[src/rtl/riscv_alu_pkg.sv]
// Shared constants for the ALU arbiter: operation selects, highest legal select
// and requester IDs.
package riscv_alu_pkg;

  localparam int SEL_W = 4;

  localparam logic [SEL_W-1:0] ADD        = 4'd0;
  localparam logic [SEL_W-1:0] SUB        = 4'd1;
  localparam logic [SEL_W-1:0] AND        = 4'd2;
  localparam logic [SEL_W-1:0] OR         = 4'd3;
  localparam logic [SEL_W-1:0] XOR        = 4'd4;
  localparam logic [SEL_W-1:0] UPPER_LOAD = 4'd5;
  localparam logic [SEL_W-1:0] SHIFT_L    = 4'd6;
  localparam logic [SEL_W-1:0] SHIFT_R    = 4'd7;
  localparam logic [SEL_W-1:0] SHIFT_RA   = 4'd8;

  localparam logic [SEL_W-1:0] OP_MAX = SHIFT_RA;

  localparam logic REQ_EXE = 1'b0;
  localparam logic REQ_AGU = 1'b1;

endpackage

[src/rtl/riscv_rr_arb2.sv]
// Two-way round-robin arbiter: on contention the requester that did not win
// last time gets the one-hot grant.
module riscv_rr_arb2 (
  input  logic [1:0] valid,
  input  logic       enable,
  input  logic       last_grant,
  output logic [1:0] grant
);

  always_comb begin
    grant    = 2'b00;
    grant[0] = enable & valid[0] & (~valid[1] | last_grant);
    grant[1] = enable & valid[1] & (~valid[0] | ~last_grant);
  end

endmodule

[src/rtl/riscv_alu_arb.sv]
// Shares one combinational ALU between the execute stage (req0) and the
// address/branch helper (req1); results land in a one-entry tagged register.
module riscv_alu_arb #(
  parameter int                    DATA_WIDTH = 32,
  parameter int                    SEL_WIDTH  = 4,
  parameter logic [SEL_WIDTH-1:0]  OP_MAX     = SEL_WIDTH'(riscv_alu_pkg::OP_MAX)
) (
  input  logic                  clk,
  input  logic                  rst,
  input  logic                  req0_valid,
  output logic                  req0_ready,
  input  logic [DATA_WIDTH-1:0] req0_in1,
  input  logic [DATA_WIDTH-1:0] req0_in2,
  input  logic [DATA_WIDTH-1:0] req0_imm,
  input  logic [SEL_WIDTH-1:0]  req0_sel,
  input  logic                  req1_valid,
  output logic                  req1_ready,
  input  logic [DATA_WIDTH-1:0] req1_in1,
  input  logic [DATA_WIDTH-1:0] req1_in2,
  input  logic [DATA_WIDTH-1:0] req1_imm,
  input  logic [SEL_WIDTH-1:0]  req1_sel,
  output logic [DATA_WIDTH-1:0] alu_in1,
  output logic [DATA_WIDTH-1:0] alu_in2,
  output logic [DATA_WIDTH-1:0] alu_imm,
  output logic [SEL_WIDTH-1:0]  alu_sel,
  input  logic [DATA_WIDTH-1:0] alu_out,
  output logic                  rsp_valid,
  input  logic                  rsp_ready,
  output logic                  rsp_id,
  output logic [DATA_WIDTH-1:0] rsp_data,
  output logic                  rsp_err
);
  import riscv_alu_pkg::*;

  logic                  r_rsp_valid;
  logic                  r_rsp_id;
  logic [DATA_WIDTH-1:0] r_rsp_data;
  logic                  r_rsp_err;
  logic                  r_last_grant;

  logic                  w_can_accept;
  logic                  w_enable;
  logic [1:0]            w_grant;
  logic                  w_any_grant;
  logic                  w_illegal;

  // Drain and refill in the same cycle keeps one op per clock.
  assign w_can_accept = ~r_rsp_valid | rsp_ready;
  assign w_enable     = w_can_accept & ~rst;

  riscv_rr_arb2 u_arb (
    .valid      ({req1_valid, req0_valid}),
    .enable     (w_enable),
    .last_grant (r_last_grant),
    .grant      (w_grant)
  );

  assign req0_ready  = w_grant[0];
  assign req1_ready  = w_grant[1];
  assign w_any_grant = |w_grant;

  // Idle bus is parked at zero / ADD so the ALU does not toggle.
  always_comb begin
    alu_in1 = '0;
    alu_in2 = '0;
    alu_imm = '0;
    alu_sel = SEL_WIDTH'(ADD);
    if (w_grant[0]) begin
      alu_in1 = req0_in1;
      alu_in2 = req0_in2;
      alu_imm = req0_imm;
      alu_sel = req0_sel;
    end else if (w_grant[1]) begin
      alu_in1 = req1_in1;
      alu_in2 = req1_in2;
      alu_imm = req1_imm;
      alu_sel = req1_sel;
    end
  end

  assign w_illegal = (alu_sel > OP_MAX);

  always_ff @(posedge clk or posedge rst) begin
    if (rst) begin
      r_rsp_valid  <= 1'b0;
      r_rsp_id     <= REQ_EXE;
      r_rsp_data   <= '0;
      r_rsp_err    <= 1'b0;
      r_last_grant <= REQ_AGU;
    end else if (w_any_grant) begin
      r_rsp_valid  <= 1'b1;
      r_rsp_id     <= w_grant[1];
      r_last_grant <= w_grant[1];
      r_rsp_data   <= w_illegal ? '0 : alu_out;
      r_rsp_err    <= w_illegal;
    end else if (r_rsp_valid && rsp_ready) begin
      r_rsp_valid  <= 1'b0;
    end
  end

  assign rsp_valid = r_rsp_valid;
  assign rsp_id    = r_rsp_id;
  assign rsp_data  = r_rsp_data;
  assign rsp_err   = r_rsp_err;

endmodule

[config.mk]
export PLATFORM = sky130hd
export DESIGN_NAME = riscv_alu_arb
export DESIGN_NICKNAME = d
export VERILOG_FILES = /design/src/rtl/riscv_alu_pkg.sv /design/src/rtl/riscv_rr_arb2.sv /design/src/rtl/riscv_alu_arb.sv
export SDC_FILE = /design/constraint.sdc
export NUM_CORES = 1
export LEC_CHECK = 0
export CORE_AREA = 4 4 145 147
export CTS_CLUSTER_DIAMETER = 50
export CTS_CLUSTER_SIZE = 40
export DETAILED_ROUTE_END_ITERATION = 8
export DIE_AREA = 0 0 149 151
export PLACE_DENSITY_LB_ADDON = 0.05
export SETUP_SLACK_MARGIN = 0.15
export SYNTH_ARGS = -nofsm -noshare
export SYNTH_HDL_FRONTEND = slang
export SYNTH_HIERARCHICAL = 1
export SYNTH_SLANG_ARGS = --single-unit
[constraint.sdc]
create_clock -name clk -period 2.2 [get_ports clk]
set_input_delay 0.44 -clock clk [delete_from_list [all_inputs] [get_ports clk]]
set_output_delay 0.44 -clock clk [all_outputs]
set_load 0.02 [all_outputs]
Word level (Yosys, flattened, before mapping)
Index checks and enable logic that the tools add are counted.
{"block": "totals", "in_bits": 237, "output_inout_bits": 137, "wordCells": 33, "reg_bits": 36}
{"block": "op_classes", "bitwise_logic": 13, "order_cmp": 1, "mux": 11, "n_reduce_logical": 3}
{"cell": "2-to-1 mux 32 bit", "count": 7}
{"cell": "2-to-1 mux 4 bit", "count": 2}
{"cell": "bitwise AND 1 bit", "count": 5}
{"cell": "inverter 1 bit", "count": 5}
{"cell": "greater-than comparator 4 bit, second input constant", "count": 1}
{"cell": "OR 1 bit", "count": 3}
{"cell": "2-to-1 mux 1 bit", "count": 2}
{"cell": "nonzero test 2 bit", "count": 1}
{"cell": "OR reduction 2 bit", "count": 1}
{"cell": "logical AND 1 bit", "count": 1}

Logic depth before layout (Yosys ltp)
{"block": "depth", "ltp_word": 9, "ltp_mapped": 11, "depth_no_buf": 8}

Modules after synthesis
The synthesis kept the hierarchy.
{"mod": "riscv_alu_arb", "area_each_um2": 2508.7, "instances": 1, "cells_each": 284, "seq_area_each_um2": 902.1}
{"mod": "riscv_rr_arb2", "area_each_um2": 21.3, "instances": 1, "cells_each": 5, "seq_area_each_um2": 0.0}

Worst setup path after synthesis
Ideal clock, no wire load.
{"block": "synth_timing", "kind": "register to output", "startpoint": "register r_rsp_valid, in the netlist rsp_valid", "endpoint": "output port alu_imm[13]", "arrival_ns": 2.267, "stages_incl_launch_ff": 9, "required_time_ns": 1.760, "path_buffers": 3, "slack_ns": -0.507, "cell_sequence": "dfrtp_1 a21oi_1 nand2_1 a21oi_1 nor2b_1 buf_6 buf_2 buf_2 a22o_1"}
{"block": "synth_via", "elab_chain_cells": 7}
{"element": "start, declared", "line_no": "riscv_alu_arb.sv:35", "rtl": "logic r_rsp_valid;"}
{"element": "start signal, assigned", "line_no": "riscv_alu_arb.sv:85", "rtl": "r_rsp_valid <= 1'b0;"}
{"element": "start signal, assigned", "line_no": "riscv_alu_arb.sv:91", "rtl": "r_rsp_valid <= 1'b1;"}
{"element": "start signal, assigned", "line_no": "riscv_alu_arb.sv:97", "rtl": "r_rsp_valid <= 1'b0;"}
{"element": "inverter 1 bit", "line_no": "riscv_alu_arb.sv:48", "rtl": "assign w_can_accept = ~r_rsp_valid | rsp_ready;"}
{"element": "OR 1 bit", "line_no": "riscv_alu_arb.sv:48"}
{"element": "bitwise AND 1 bit", "line_no": "riscv_alu_arb.sv:49", "rtl": "assign w_enable = w_can_accept & ~rst;"}
{"element": "named net w_enable", "line_no": "riscv_alu_arb.sv:42", "rtl": "logic w_enable;"}
{"element": "bitwise AND 1 bit (2 in series)", "line_no": "riscv_rr_arb2.sv:13", "rtl": "grant[1] = enable & valid[1] & (~valid[0] | ~last_grant);"}
{"element": "named net req1_ready", "line_no": "riscv_alu_arb.sv:17", "rtl": "output logic req1_ready,"}
{"element": "2-to-1 mux 32 bit", "line_no": "riscv_alu_arb.sv:73", "rtl": "end else if (w_grant[1]) begin"}
{"element": "2-to-1 mux 32 bit", "line_no": "riscv_alu_arb.sv:68", "rtl": "if (w_grant[0]) begin"}
{"element": "end, declared", "line_no": "riscv_alu_arb.sv:24", "rtl": "output logic [DATA_WIDTH-1:0] alu_imm,"}
The timed path passes the listed nets, and every way through them passes these cells.

Final worst setup path
{"block": "layout_timing", "startpoint": "input port rsp_ready", "endpoint": "output port alu_imm[4]"}
{"block": "layout_via", "elab_chain_cells": 6}
{"element": "start, declared", "line_no": "riscv_alu_arb.sv:28", "rtl": "input logic rsp_ready,"}
{"element": "OR 1 bit *", "line_no": "riscv_alu_arb.sv:48"}
{"element": "bitwise AND 1 bit *", "line_no": "riscv_alu_arb.sv:49"}
{"element": "named net w_enable", "line_no": "riscv_alu_arb.sv:42"}
{"element": "bitwise AND 1 bit (2 in series)", "line_no": "riscv_rr_arb2.sv:13"}
{"element": "2-to-1 mux 32 bit", "line_no": "riscv_alu_arb.sv:73"}
{"element": "2-to-1 mux 32 bit *", "line_no": "riscv_alu_arb.sv:68"}
The timed path passes the listed nets; every way through them passes the cells marked *.

==> results.yml <==
run_status:
  status: "complete, but fails checks"
  violations: "setup timing"
placed_design:
  numPortBuffers: 373
  gp_congestion: 0.859
  place_area_um2: 7580
  hpwl_um: 16900
synth:
  synth_top_area_frac: 0.346
  ys.warnings.count: 6
  synth-simple-area-share: 0.110
  synth_mux_area_frac: 0
  synthesis.nets: 526
  syn_area_per_cell_um2: 8.75
  synth-adder-area-share: 0
  seq_area_frac_synth: 0.357
  syn-cell-area_um2: 2530
  synth_area_leaders: "dfrtp_1 (35%), a22o_1 (34%), nand2_1 (10%), o21ai_2 (6.9%), clkbuf_1 (3.3%)"
  synth-seq-cells: 36
  synth_cells: 289
  synth_xor_area_frac: 0
  synth.distinct_cells: 18
  synth_top_family_by_area: "compound AO/OA/AOI/OAI gates"
  synth_largest_area_cell: "dfrtp_1"
  synth_compound_area_frac: 0.463
critical_path:
  critical-path-max-stage-delay_ps: 220
  crit_fanout: 6
  path_class: "primary input to output pin"
  crit_path_frequent_cell: "a21oi_4"
  cp_slowest_cell: "a22o_4"
  end_kind: "output pin"
  start_kind: "primary input"
  worstPathCellList: "clkdlybuf4s15_2 > inv_6 > a21oi_4 > nand2_2 > a21oi_4 > nor2b_4 > buf_12 > buf_8 > clkbuf_16 > a22o_4 > buf_6"
  cp.required_ps: 1760
  worstPathArrival_ps: 1950
timing:
  hold_violations: 0
  worst_slew_pin_slew_ps: 313
  maxSlewViolCount: 0
  rsz0062_at_grt: "yes"
  setup_tns_ps: -12970
  relSlewSlack: 0.791
  final.setup_skew_ps: 7.23
  min_period_ps: 2390
  setup_viol: 115
  whs_ps: 349
  setup_ws_ps: -195
  period_share: 1.09
  fmax_ghz: 0.418
clocking:
  cts_tree: "yes"
  path_clk_slew_ps: 60
  ctsRootBufferMaster: "clkbuf_16"
  ctsHtreeMaxLevel: 2
  clockBufferDepth: 2
  cts_made_buffers: 5
  holdBufCountCts: 0
  cts.sinks: 36
  insertion_delay_ps: 280
route:
  vias: 4059
  totalWireLength_um: 20800
  drc: 0
  viasPerCell: 4.16
  wl_per_cell_um: 21.3
  ant_nets: 0
  drtIter0Drc: 78
  drt_pre_antenna_iters: 4
pwr:
  switching_share: 0.363
  p_per_area_nw_per_um2: 549
  ir_worst_vdd_mv: 0.352
  combinationalPowerShare: 0.636
  seqPwrFrac: 0.211
  clockPowerShare: 0.153
  p_int_mw: 2.91
  p_sw_mw: 1.66
  power_leakage_nw: 3.71
final_layout:
  synthToLayoutAreaGrowth_pct: 230
  fin_area_um2: 8340
  final_layout_size_suffix_gt1_frac: 0.412
  nets: 938
flow_run:
  max_cap_violations: 0
floorplan:
  rows: 52
  pin_count: 374
  dieArea_um2: 22500
  initial_core_util: 0.127
  core_um2: 19900
  die_x_um: 149
  die_h_um: 151
grt:
  grt_pass1_vias: 4306
  grt_max_degree: 20
  track_usage: 0.174
  antenna_found_initial: 8
  grt_pass1_wl_um: 29100
  overflow: 0
worst_hold_path:
  hold_class: "primary input to async pin"
==> power by group through the flow <==
| stage | combinational, mW | clock [mW] | sequential (mW) |
|---|---|---|---|
| after floorplan | 0.969 | 0 | 1.20 |
| after global placement | 2.68 | 0 | 0.972 |
| after detailed placement | 2.70 | 0 | 0.979 |
| after CTS | 2.86 | 0.731 | 0.970 |
| after global routing | 3.08 | 0.759 | 0.994 |
| final | 2.91 | 0.699 | 0.968 |
==> placed cells by master, fill, tap and decap left out, types with 5 or more instances in the layout <==
cell and n:
clkdlybuf4s50_1 267, buf_6 81, a22o_4 69, nand2_1 68, buf_4 51, dfrtp_1 34, o21ai_2 32, a22o_1 28
buf_12 21, clkbuf_16 9, buf_16 5
==> critical path: cells and delay by family <==
family,cells,cell delay [ps]
AO/OA/AOI/OAI,3,550
AND/OR/NAND/NOR,2,150
buffers and inverters,6,810
==> kinds of logic after synthesis <==
group,Yosys count
flip-flops,36
AO/OA/AOI/OAI,143
AND/OR/NAND/NOR,73
buffers and inverters,37
==> path summary, 6_finish.rpt <==
check,startpoint,endpoint,slack [ps],cells after the start
worst min register to register,rsp_data[6]$_DFFE_PP0P_,rsp_data[6]$_DFFE_PP0P_,480,2
min in group clk,rsp_data[6]$_DFFE_PP0P_,rsp_data[6]$_DFFE_PP0P_,480,2
worst min-delay path,rst,rsp_data[13]$_DFFE_PP0P_,350,3
worst max register to register,rsp_valid$_DFFE_PP0P_,rsp_data[22]$_DFFE_PP0P_,-60,12
max in group asynchronous,rst,r_last_grant$_DFFE_PP1P_,1550,3
worst max-delay path,rsp_ready,alu_imm[4],-190,11
==> routing by layer <==
layer  vias to the layer above  track usage  wire length [µm]  part of all wire
li1                       1923            -                 -                 -
met1                      1904        0.189              7680              0.37
met2                       192        0.322             10800              0.52
met3                        30       0.0634              1810             0.087
met4                        10       0.0380               377             0.018
met5                         -            0                69            0.0033
==> cell usage after synthesis <==
cell type	n
a21o_1	4
a21oi_1	3
a22o_1	98
buf_1	1
buf_2	6
buf_6	4
clkbuf_1	22
dfrtp_1	35
dfstp_2	1
inv_1	4
nand2_1	70
nor2_1	1
nor2b_1	1
o21a_2	1
o21ai_0	8
o21ai_1	9
o21ai_2	20
or2_2	1
==> state kept, by name, summed over array words and instances, names as in the netlist <==
| register | cells |
|---|---|
| r_last_grant | 1 |
| rsp_data | 32 |
| rsp_err | 1 |
| rsp_id | 1 |
| rsp_valid | 1 |
==> cell type report <==
cell class                 instances  area (µm²)
fill                            1972       11600
timing repair buffer             438        4760
multi-input combinational        216        2170
sequential                        36         903
tap                              270         338
clock buffer                       7         133
inverter                           4        20.0
clock inverter                     1        8.76
antenna                            3        7.51
==> through the flow <==
stage | util | worst slack [ps] | cells | power, mW
finish | 0.419 | -195 | 975 | 4.58
global route | 0.419 | -262 | 975 | 4.83
CTS | 0.407 | -211 | 963 | 4.56
detailed placement | 0.381 | -930 | 940 | 3.67
global placement | 0.381 | -938 | 940 | 3.66
floorplan | - | 49.4 | 289 | 2.17
==> repair_timing <==
| item | in CTS | in global routing |
|---|---|---|
| pin swaps | 9 | 7 |
| gates resized for setup | 546 | 34 |
| setup endpoints to repair | 135 | 135 |
| setup buffers | 8 | 5 |
| cloned | 7 | 4 |
(Power assumes the default switching activity.)
